<file path="src/rtl/interrupt_sequencer.sv">
// Interrupt entry / RETI sequencer: pushes PC+PSW, fetches the vector, updates SR/SP/PC.
// Optional feature macro: SLEEP_WAKE_EN (masked IRQ wakes a sleeping core without entry).
module interrupt_sequencer #(
  parameter int              WORD         = 16,
  parameter int              FLAGS        = 4,
  parameter int              PLVLS        = 8,
  parameter int              VECTORS      = 8,
  parameter logic [WORD-1:0] VECBASE      = 16'hFFC0,
  parameter int              HANDLER_PRIV = 0
) (
  input  logic                     clk_i,
  input  logic                     arst_ni,
  input  logic [VECTORS-1:0]       irq_i,
  input  logic                     instrBoundary_i,
  input  logic                     reti_i,
  input  logic [WORD-1:0]          psw_i,
  input  logic                     ie_i,
  input  logic                     slp_i,
  input  logic [WORD-1:0]          pc_i,
  input  logic [WORD-1:0]          sp_i,
  output logic                     busy_o,
  output logic [VECTORS-1:0]       irqAck_o,
  output logic                     srWrEn_o,
  output logic                     srClrSlp_o,
  output logic                     srSetPriv_o,
  output logic [WORD/8-1:0]        srWrMode_o,
  output logic [WORD-1:0]          srData_o,
  output logic [$clog2(PLVLS)-1:0] srPriv_o,
  output logic                     pcWr_o,
  output logic                     spWr_o,
  output logic [WORD-1:0]          pcData_o,
  output logic [WORD-1:0]          spData_o,
  output logic                     memReq_o,
  output logic                     memWr_o,
  output logic [WORD-1:0]          memAddr_o,
  output logic [WORD-1:0]          memWData_o,
  input  logic                     memAck_i,
  input  logic [WORD-1:0]          memRData_i,
  output logic [3:0]               dbg_state_o
);

  localparam int              PRIVW = $clog2(PLVLS);
  localparam int              IDXW  = (VECTORS > 1) ? $clog2(VECTORS) : 1;
  localparam int              BYTES = WORD / 8;
  localparam logic [WORD-1:0] TWO   = WORD'(2);
  localparam logic [WORD-1:0] FOUR  = WORD'(4);

  typedef enum logic [3:0] {
    IDLE      = 4'd0,
    PUSH_PC   = 4'd1,
    PUSH_PSW  = 4'd2,
    FETCH_VEC = 4'd3,
    SR_CLR    = 4'd4,
    SET_PRIV  = 4'd5,
    POP_PSW   = 4'd6,
    POP_PC    = 4'd7,
    RESTORE   = 4'd8
  } state_t;

  state_t            r_state;
  state_t            w_state_nxt;
  logic [IDXW-1:0]   r_idx;
  logic [WORD-1:0]   r_sp;
  logic [WORD-1:0]   r_pc;
  logic [WORD-1:0]   r_psw;
  logic [WORD-1:0]   r_vec;
  logic [WORD-1:0]   r_pop_psw;
  logic [WORD-1:0]   r_pop_pc;

  logic [IDXW-1:0]   w_idx;
  logic              w_any_irq;
  logic              w_take_irq;
  logic [WORD-1:0]   w_psw_clr;
  logic [WORD-1:0]   w_vec_addr;

  // Lowest set request line wins.
  always_comb begin
    w_idx = '0;
    for (int i = VECTORS - 1; i >= 0; i--) begin
      if (irq_i[i]) w_idx = IDXW'(i);
    end
  end

  assign w_any_irq  = |irq_i;
  assign w_take_irq = instrBoundary_i && ie_i && w_any_irq;
  assign w_vec_addr = VECBASE + {{(WORD-IDXW-1){1'b0}}, r_idx, 1'b0};

  always_comb begin
    w_psw_clr            = r_psw;
    w_psw_clr[FLAGS]     = 1'b0;
    w_psw_clr[FLAGS + 1] = 1'b0;
  end

  always_ff @(posedge clk_i or negedge arst_ni) begin
    if (!arst_ni) r_state <= IDLE;
    else          r_state <= w_state_nxt;
  end

  // RETI wins over a simultaneous interrupt; the level request is taken afterwards.
  always_comb begin
    w_state_nxt = r_state;
    case (r_state)
      IDLE: begin
        if (reti_i)          w_state_nxt = POP_PSW;
        else if (w_take_irq) w_state_nxt = PUSH_PC;
      end
      PUSH_PC:   if (memAck_i) w_state_nxt = PUSH_PSW;
      PUSH_PSW:  if (memAck_i) w_state_nxt = FETCH_VEC;
      FETCH_VEC: if (memAck_i) w_state_nxt = SR_CLR;
      SR_CLR:    w_state_nxt = SET_PRIV;
      SET_PRIV:  w_state_nxt = IDLE;
      POP_PSW:   if (memAck_i) w_state_nxt = POP_PC;
      POP_PC:    if (memAck_i) w_state_nxt = RESTORE;
      RESTORE:   w_state_nxt = IDLE;
      default:   w_state_nxt = IDLE;
    endcase
  end

  always_ff @(posedge clk_i or negedge arst_ni) begin
    if (!arst_ni) begin
      r_idx     <= '0;
      r_sp      <= '0;
      r_pc      <= '0;
      r_psw     <= '0;
      r_vec     <= '0;
      r_pop_psw <= '0;
      r_pop_pc  <= '0;
    end else begin
      case (r_state)
        IDLE: begin
          if (reti_i) begin
            r_sp <= sp_i;
          end else if (w_take_irq) begin
            r_idx <= w_idx;
            r_sp  <= sp_i;
            r_pc  <= pc_i;
            r_psw <= psw_i;
          end
        end
        FETCH_VEC: if (memAck_i) r_vec     <= memRData_i;
        POP_PSW:   if (memAck_i) r_pop_psw <= memRData_i;
        POP_PC:    if (memAck_i) r_pop_pc  <= memRData_i;
        default: ;
      endcase
    end
  end

  // Memory handshake: memReq_o, memWr_o, memAddr_o and memWData_o are decoded from
  // state and latched values only, so they hold steady until the edge with memAck_i=1,
  // which completes the transfer; memRData_i is captured on that same edge.
  always_comb begin
    busy_o      = (r_state != IDLE);
    irqAck_o    = '0;
    srWrEn_o    = 1'b0;
    srSetPriv_o = 1'b0;
    srWrMode_o  = '0;
    srData_o    = '0;
    srPriv_o    = '0;
    pcWr_o      = 1'b0;
    spWr_o      = 1'b0;
    pcData_o    = '0;
    spData_o    = '0;
    memReq_o    = 1'b0;
    memWr_o     = 1'b0;
    memAddr_o   = '0;
    memWData_o  = '0;
    case (r_state)
      PUSH_PC: begin
        memReq_o   = 1'b1;
        memWr_o    = 1'b1;
        memAddr_o  = r_sp - TWO;
        memWData_o = r_pc;
      end
      PUSH_PSW: begin
        memReq_o   = 1'b1;
        memWr_o    = 1'b1;
        memAddr_o  = r_sp - FOUR;
        memWData_o = r_psw;
      end
      FETCH_VEC: begin
        memReq_o  = 1'b1;
        memAddr_o = w_vec_addr;
      end
      SR_CLR: begin
        srWrEn_o   = 1'b1;
        srWrMode_o = BYTES'(1);
        srData_o   = w_psw_clr;
        spWr_o     = 1'b1;
        spData_o   = r_sp - FOUR;
      end
      SET_PRIV: begin
        srSetPriv_o     = 1'b1;
        srPriv_o        = PRIVW'(HANDLER_PRIV);
        pcWr_o          = 1'b1;
        pcData_o        = r_vec;
        irqAck_o[r_idx] = 1'b1;
      end
      POP_PSW: begin
        memReq_o  = 1'b1;
        memAddr_o = r_sp;
      end
      POP_PC: begin
        memReq_o  = 1'b1;
        memAddr_o = r_sp + TWO;
      end
      RESTORE: begin
        srWrEn_o   = 1'b1;
        srWrMode_o = '1;
        srData_o   = r_pop_psw;
        pcWr_o     = 1'b1;
        pcData_o   = r_pop_pc;
        spWr_o     = 1'b1;
        spData_o   = r_sp + FOUR;
      end
      default: ;
    endcase
  end

  assign dbg_state_o = r_state;

`ifdef SLEEP_WAKE_EN
  logic r_clr_slp;

  // SLP is still visible the cycle after the pulse, so the pulse blocks its own repeat.
  always_ff @(posedge clk_i or negedge arst_ni) begin
    if (!arst_ni) begin
      r_clr_slp <= 1'b0;
    end else begin
      r_clr_slp <= (r_state == IDLE) && !reti_i && slp_i && !ie_i && w_any_irq && !r_clr_slp;
    end
  end

  assign srClrSlp_o = r_clr_slp;
`else
  logic w_unused_slp;

  assign w_unused_slp = slp_i;
  assign srClrSlp_o   = 1'b0;
`endif

endmodule

</file>
<file path="config.mk">
export PLATFORM = sky130hd
export DESIGN_NAME = interrupt_sequencer
export DESIGN_NICKNAME = d
export VERILOG_FILES = /design/src/rtl/interrupt_sequencer.sv
export SDC_FILE = /design/constraint.sdc
export NUM_CORES = 1
export LEC_CHECK = 0
export ABC_AREA = 1
export CAP_MARGIN = 20
export CELL_PAD_IN_SITES_DETAIL_PLACEMENT = 0
export CELL_PAD_IN_SITES_GLOBAL_PLACEMENT = 1
export CORE_UTILIZATION = 37
export DETAILED_ROUTE_END_ITERATION = 8
export HOLD_SLACK_MARGIN = 0.12
export PLACE_DENSITY_LB_ADDON = 0.1
export REMOVE_ABC_BUFFERS = 1
export SKIP_LAST_GASP = 1
export SYNTH_ARGS = -nofsm -noshare
export SYNTH_HDL_FRONTEND = slang
export SYNTH_SLANG_ARGS = --single-unit
</file>
<file path="constraint.sdc">
create_clock -name clk_i -period 4 [get_ports clk_i]
set_input_delay 0.6 -clock clk_i [delete_from_list [all_inputs] [get_ports clk_i]]
set_output_delay 0.6 -clock clk_i [all_outputs]
set_load 0.02 [all_outputs]
</file>
==> run metrics, run 1 <==
run status=complete, no violations; crit start category=flip-flop; wire per inst=15.05 um; fin nets=1229; Reg clk slew, reported paths=0.07 ns; RSZ-0062 raised after global routing=false; global placement routability congestion=0.8854; fill cell count=1798; CP endpoint kind=output port; Cell Count, Final, Fillers Out=1363; # Max-Cap Violations=0; Max Used Layer=met5; sequential area share after synthesis=38.33%; CP startpoint=dbg_state_o[3]; vias per std cell=4.904; GRT Total Usage=22.97%; remaining global-route overflow=0; hold_ws=0.3012 ns; aggregate routed wire length=20.52 mm; Tcrit/Tclk final=91.76%; WP data required=3.40 ns; largest net degree at the start of global routing=59; top_reg_cell synth=dfrtp_1; final setup fails=0; Fmax achieved=272.4 MHz; syn_area_per_cell=6.882 sq um; Synth Register Bits=103; Critical Path Fanout Max=16; DRT Pass-1 Iters=5; clk root buf=clkbuf_16; io pins=184; Placed Instances=1346; DRT iter0 DRCs=372; ANT nets after route=0; worst r2r dst=r_psw[8]; clock buffer depth=2; P_int=3734 uW; Psw=3377 uW; Switching Fraction=47.49%; DIE HEIGHT=136.8 um; Synth Cell Area=6724 sq um; R2R Setup Slk=1.45 ns; power density over the cells=792.6 nW/um^2; H-Tree Depth=3; Gate power share=59.5%; WS Path Type=reg2out; Mapped Cells=977; initial antenna violation count=2; Pwr Total=7111 uW; Slew Limit Fails=0; minimum clock period=3.671 ns; DRC Markers=0; Clk Latency, worst-skew pair=0.35 ns; Slew headroom=48.48%; Fin. Hold Viols=0; DR WL met3=1.383 mm; clock skew=0.006321 ns; synthesis-to-layout area growth=33.44%; Sequential Power Share=26.9%; number of global-route vias before repair=6292; unique cell type count in the Yosys netlist=36; Sink Count=103; setup ws final=0.3295 ns; synth warn=0; Starting Density=38.34%; Worst Tran Pin Value=0.7728 ns; first-pass GRT wire length=32.57 mm; Leak=0.004361 uW; hpwl dp=15.43 mm; port bufs=178; pre-CTS setup slack=0.5185 ns; cell row count=48; met1 wire length=9.300 mm; Peak VDD IR=0.3826 mV; die area=18720 sq um; via count=6684; layout cell share with drive strength beyond 1=5.717%; CTS buffer count=9; post-route setup TNS=0 ns; R2R cell count=8; worst r2r src=dbg_state_o[2]; TritonCTS clock tree=done; number of flops mapped to enable cells by yosys=0; metal2 WL=9.596 mm; data arrival time of the critical path=3.07 ns; HP Class=in2async; Clk pwr share=13.6%; CORE AREA=17540 sq um; FFs w/ async S/R, synth=100.0%; die span in x=136.8 um
## logic make-up (layout without fill, tap and decap cells)
group                      Yosys count  after routing  share of synthesized area [%]
and+or+nand+nor                    497            497                          30.93
DFF                                103            103                          38.33
buffers and inverters              183            340                          11.52
xor gates and xnor gates            10             10                          1.303
other                                1              5                        0.05577
AOI/OAI and AO/OA                  166            166                          14.59
adders and majority gates           17             17                          3.275
## repair_timing
item	in CTS	in global routing
endpoints found under the setup margin	0	7
hold buffers	0	0
resized for setup	0	4
setup buffers	0	0
## power by group through the flow
stage / combinational (uW) / clock, uW / sequential (uW)
CTS: 4240 / 987 / 1910
global route: 4740 / 1030 / 1990
floorplan: 2650 / 0 / 1850
detailed placement: 4220 / 0 / 1920
finish: 4230 / 964 / 1920
global placement: 4190 / 0 / 1910
## how the worst max path moves through the flow
stage | endpoint | cells after the start
after floorplan | r_pc[0] | 8
after global placement | memAddr_o[8] | 13
after detailed placement | memAddr_o[8] | 13
after CTS | memAddr_o[8] | 13
after global routing | memAddr_o[11] | 14
final | memAddr_o[14] | 15
## sequential cells by signal, summed over array words and instances (netlist names)
name         count
r_psw           16
r_idx            3
r_pop_psw       16
r_pc            16
r_vec           16
r_sp            16
dbg_state_o      4
r_pop_pc        16
## cell usage after synthesis, types with 6 or more instances
master | instances | area (sq um)
o21ai_1 | 11 | 55.05
o21ai_2 | 13 | 113.9
buf_4 | 9 | 67.56
nand3_1 | 85 | 425.4
nand4_1 | 8 | 50.05
a21oi_1 | 16 | 80.08
inv_1 | 127 | 476.7
nor3_1 | 14 | 70.07
nand2_1 | 325 | 1220
inv_2 | 7 | 26.28
clkbuf_1 | 16 | 60.06
o21ai_0 | 97 | 485.5
ha_1 | 16 | 200.2
xor2_1 | 9 | 78.83
a22o_1 | 16 | 140.1
dfrtp_1 | 103 | 2577
nor2_1 | 47 | 176.4
buf_2 | 19 | 95.09
nand2_2 | 6 | 37.54
## stage by stage
stage | util, % | area, sq um
floorplan | - | 6464
global placement | 49.12 | 8615
detailed placement | 49.12 | 8615
CTS | 50.93 | 8931
global route | 51.16 | 8972
finish | 51.16 | 8972
## worst max-delay path: stages, from the launching register on
cell and delay, ns:
dfrtp_1 0.44, inv_1 0.09, nand2_1 0.10, nor2_4 0.19, inv_4 0.14, ha_1 0.36
nor2_1 0.20, inv_1 0.06, nand3_1 0.08, nand2_1 0.12, nand2_1 0.11, nand2_1 0.05
nand2_1 0.06, nand3_1 0.06, nand2_1 0.08, clkdlybuf4s50_1 0.59
## layer usage
metal,global-route usage (%),vias up
met5,0,-
met2,37.90,175
met3,6.222,13
met4,5.617,2
li1,-,3424
met1,29.77,3070
## cells in the final DEF, fill, tap and decap left out, drive strengths merged, types with 4 or more instances in the layout
cell	Yosys	final
o221ai	4	4
conb	1	4
nor2	54	54
a21oi	17	17
clkbuf	16	9
dfrtp	103	103
nand3	85	85
a22o	16	16
nand2	331	331
buf	33	14
ha	16	16
inv	134	137
clkdlybuf4s50	0	177
nand3b	4	4
nand4	8	8
o21ai	121	121
xor2	9	9
nor3	14	14
## cell type report
| class | instances | area, sq um | area share (%) |
|---|---|---|---|
| Multi-Input combinational cell | 694 | 3392 | 37.80 |
| Sequential cell | 103 | 2577 | 28.73 |
| Timing Repair Buffer | 191 | 1897 | 21.14 |
| Inverter | 134 | 505.5 | 5.634 |
| Tap cell | 225 | 281.5 | 3.138 |
| Clock buffer | 9 | 225.2 | 2.510 |
| Clock inverter | 6 | 91.34 | 1.018 |
| Antenna cell | 1 | 2.502 | 0.02789 |
Power figures use the tool's default switching activity.
==> run 2: changes to the inputs <==
CORE_MARGIN = 2   (was not set)
==> run metrics, run 2 (synthesis results as in run 1) <==
CTS buffer count=9 (unchanged); clock skew=0.01239 ns (+0.006066 ns); Psw=3390 uW (+0.37%); critical path buffer and inverter count=3 (-1); Fmax achieved=267.7 MHz (-1.7%); layout cell share with drive strength beyond 1=5.712% (about the same); global placement routability congestion=0.8214 (-7.2%); Tcrit/Tclk final=93.40% (+1.6 points); WP data required=3.40 ns (about the same); DRT Pass-1 Iters=5 (unchanged); Clk Latency, worst-skew pair=0.35 ns (about the same); CORE AREA=17900 sq um (+2.1%); H-Tree Depth=3 (unchanged); vias per std cell=4.898 (-0.13%); Gate power share=60.2% (+0.7 points); die area=19270 sq um (+2.9%); fin nets=1229 (unchanged); Peak VDD IR=0.3619 mV (-5.4%); hpwl dp=15.73 mm (+1.9%); aggregate routed wire length=21.08 mm (+2.8%); Slowest cell on crit path=clkdlybuf4s50_1; clk root buf=clkbuf_16; final setup fails=0 (unchanged); Fin. Hold Viols=0 (unchanged); cell count along the critical path=13 (-2); initial antenna violation count=1 (-1); HP Class=in2async; number of global-route vias before repair=6536 (+3.9%); antenna cells=0 (-1); Worst Tran Pin Value=0.6645 ns (-0.1083 ns); most common cell after layout, fill and taps aside=nand2_1; Crit path max-delay family=buffers and inverters; WS Path Type=reg2out; synthesis-to-layout area growth=32.90%; Clk pwr share=12.1% (-1.5 points); Critical Path Fanout Max=16 (unchanged); minimum clock period=3.736 ns (+0.06531 ns); postcts setup bufs=0 (unchanged); Slew headroom=55.64% (+7.2 points); ANT nets after route=0 (unchanged); largest net degree at the start of global routing=47 (-20%); Switching Fraction=48.42% (+0.93 points); CP startpoint=dbg_state_o[3]; DRC Markers=0 (unchanged); # Max-Cap Violations=0 (unchanged); R2R cell count=8 (unchanged); via count=6695 (+0.16%); Starting Density=37.56% (-0.78 points); pre-CTS setup slack=0.3977 ns (-0.1209 ns); Sequential Power Share=27.6% (+0.7 points); crit start category=flip-flop; cell mode on critical path=nand2_1; wire per inst=15.42 um (+2.5%); clock buffer depth=2 (unchanged); R2R Setup Slk=1.38 ns (-0.07 ns); io pins=184 (unchanged); CP endpoint kind=output port; data arrival time of the critical path=3.14 ns (+0.07 ns); P_int=3611 uW (-3.3%); commonest non-fill, non-tap cells in the layout=nand2_1 (325), clkdlybuf4s50_1 (177), inv_1 (127), dfrtp_1 (102), o21ai_0 (97); post-route setup TNS=0 ns (unchanged); fill cell count=1920 (+6.8%); remaining global-route overflow=0 (unchanged); crit-path cells=inv_1, nand2_1, nor2_4, inv_4, ha_1, nor2_1, a21oi_1, nand2_1, nand2_1, xor2_1, nand2_1, nand2_1, clkdlybuf4s50_1; worst r2r dst=r_psw[3]; cell row count=49 (+2.1%); Slew Limit Fails=0 (unchanged); TritonCTS clock tree=done; RSZ-0062 raised after global routing=false; Reg clk slew, reported paths=0.07 ns (about the same); setup ws final=0.2642 ns (-0.06531 ns); power density over the cells=783.4 nW/um^2 (-1.2%); DRT iter0 DRCs=309 (-17%); Placed Instances=1350 (+0.30%); run status=complete, no violations; first-pass GRT wire length=33.85 mm (+3.9%); worst r2r src=dbg_state_o[2]; port bufs=178 (unchanged); DIE HEIGHT=138.8 um (+1.5%); die span in x=138.8 um (+1.5%); critical path's largest stage delay=0.59 ns (about the same); GRT Total Usage=21.85% (-1.1 points); crit path to=memAddr_o[8]; Cell Count, Final, Fillers Out=1367 (+0.29%); Leak=0.004330 uW (-0.72%); # hold bufs at CTS=0 (unchanged); Sink Count=103 (unchanged)
==> run 2: per-stage QoR <==
| step | util [%] | total power, uW | instance area (sq um) | hold WS, ns |
|---|---|---|---|---|
| final | 49.92 | 7001 | 8936 | 0.1947 |
| after CTS | 49.71 | 7039 | 8900 | 0.2036 |
| after detailed placement | 48.15 | 6168 | 8620 | 0.4590 |
| after global placement | 48.15 | 6126 | 8620 | 0.4565 |
| after global routing | 49.92 | 7641 | 8936 | 0.2171 |
| after floorplan | - | 4501 | 6464 | 0.3044 |
==> run 2: per-layer routing <==
layer / up-vias / GRT usage [%] / share of wire [%]
met5: - / 0 / 0.052
met2: 158 / 37.52 / 48
li1: 3435 / - / -
met1: 3078 / 28.09 / 45
met4: 2 / 4.253 / 1.1
met3: 22 / 5.628 / 6.0
==> run 2: power groups by stage <==
stage	registers (uW)	clock network [uW]	logic, uW
6_report	1940	849	4220
2_1_floorplan	1850	0	2650
3_5_place_dp	1950	0	4220
3_3_place_gp	1930	0	4200
4_1_cts	1930	869	4240
5_1_grt	2010	911	4720
==> run 2: how the worst min path moves through the flow <==
stage,from,to,slack [ns],cells past startpoint
detailed placement,r_pc[3],r_pc[3],0.46,2
CTS,arst_ni,r_psw[13],0.20,1
floorplan,arst_ni,dbg_state_o[0],0.30,0
finish,arst_ni,r_psw[13],0.19,1
global placement,r_pc[4],r_pc[4],0.46,2
global route,arst_ni,r_psw[10],0.22,1
==> run 2: layout make-up <==
class	count	area, sq um	share of cell area (%)
clock buffers	10	229.0	2.562
clock inverters	6	51.30	0.5741
inverters	134	505.5	5.657
multi-input cells	694	3388	37.92
flip-flops and latches	103	2579	28.86
well taps	229	286.5	3.206
repair buffers	191	1897	21.23
==> run 2: timing repair <==
item                                   CTS  global route
setup endpoints to repair                0            12
endpoints found under the hold margin    0             0
resized for setup                        0             4
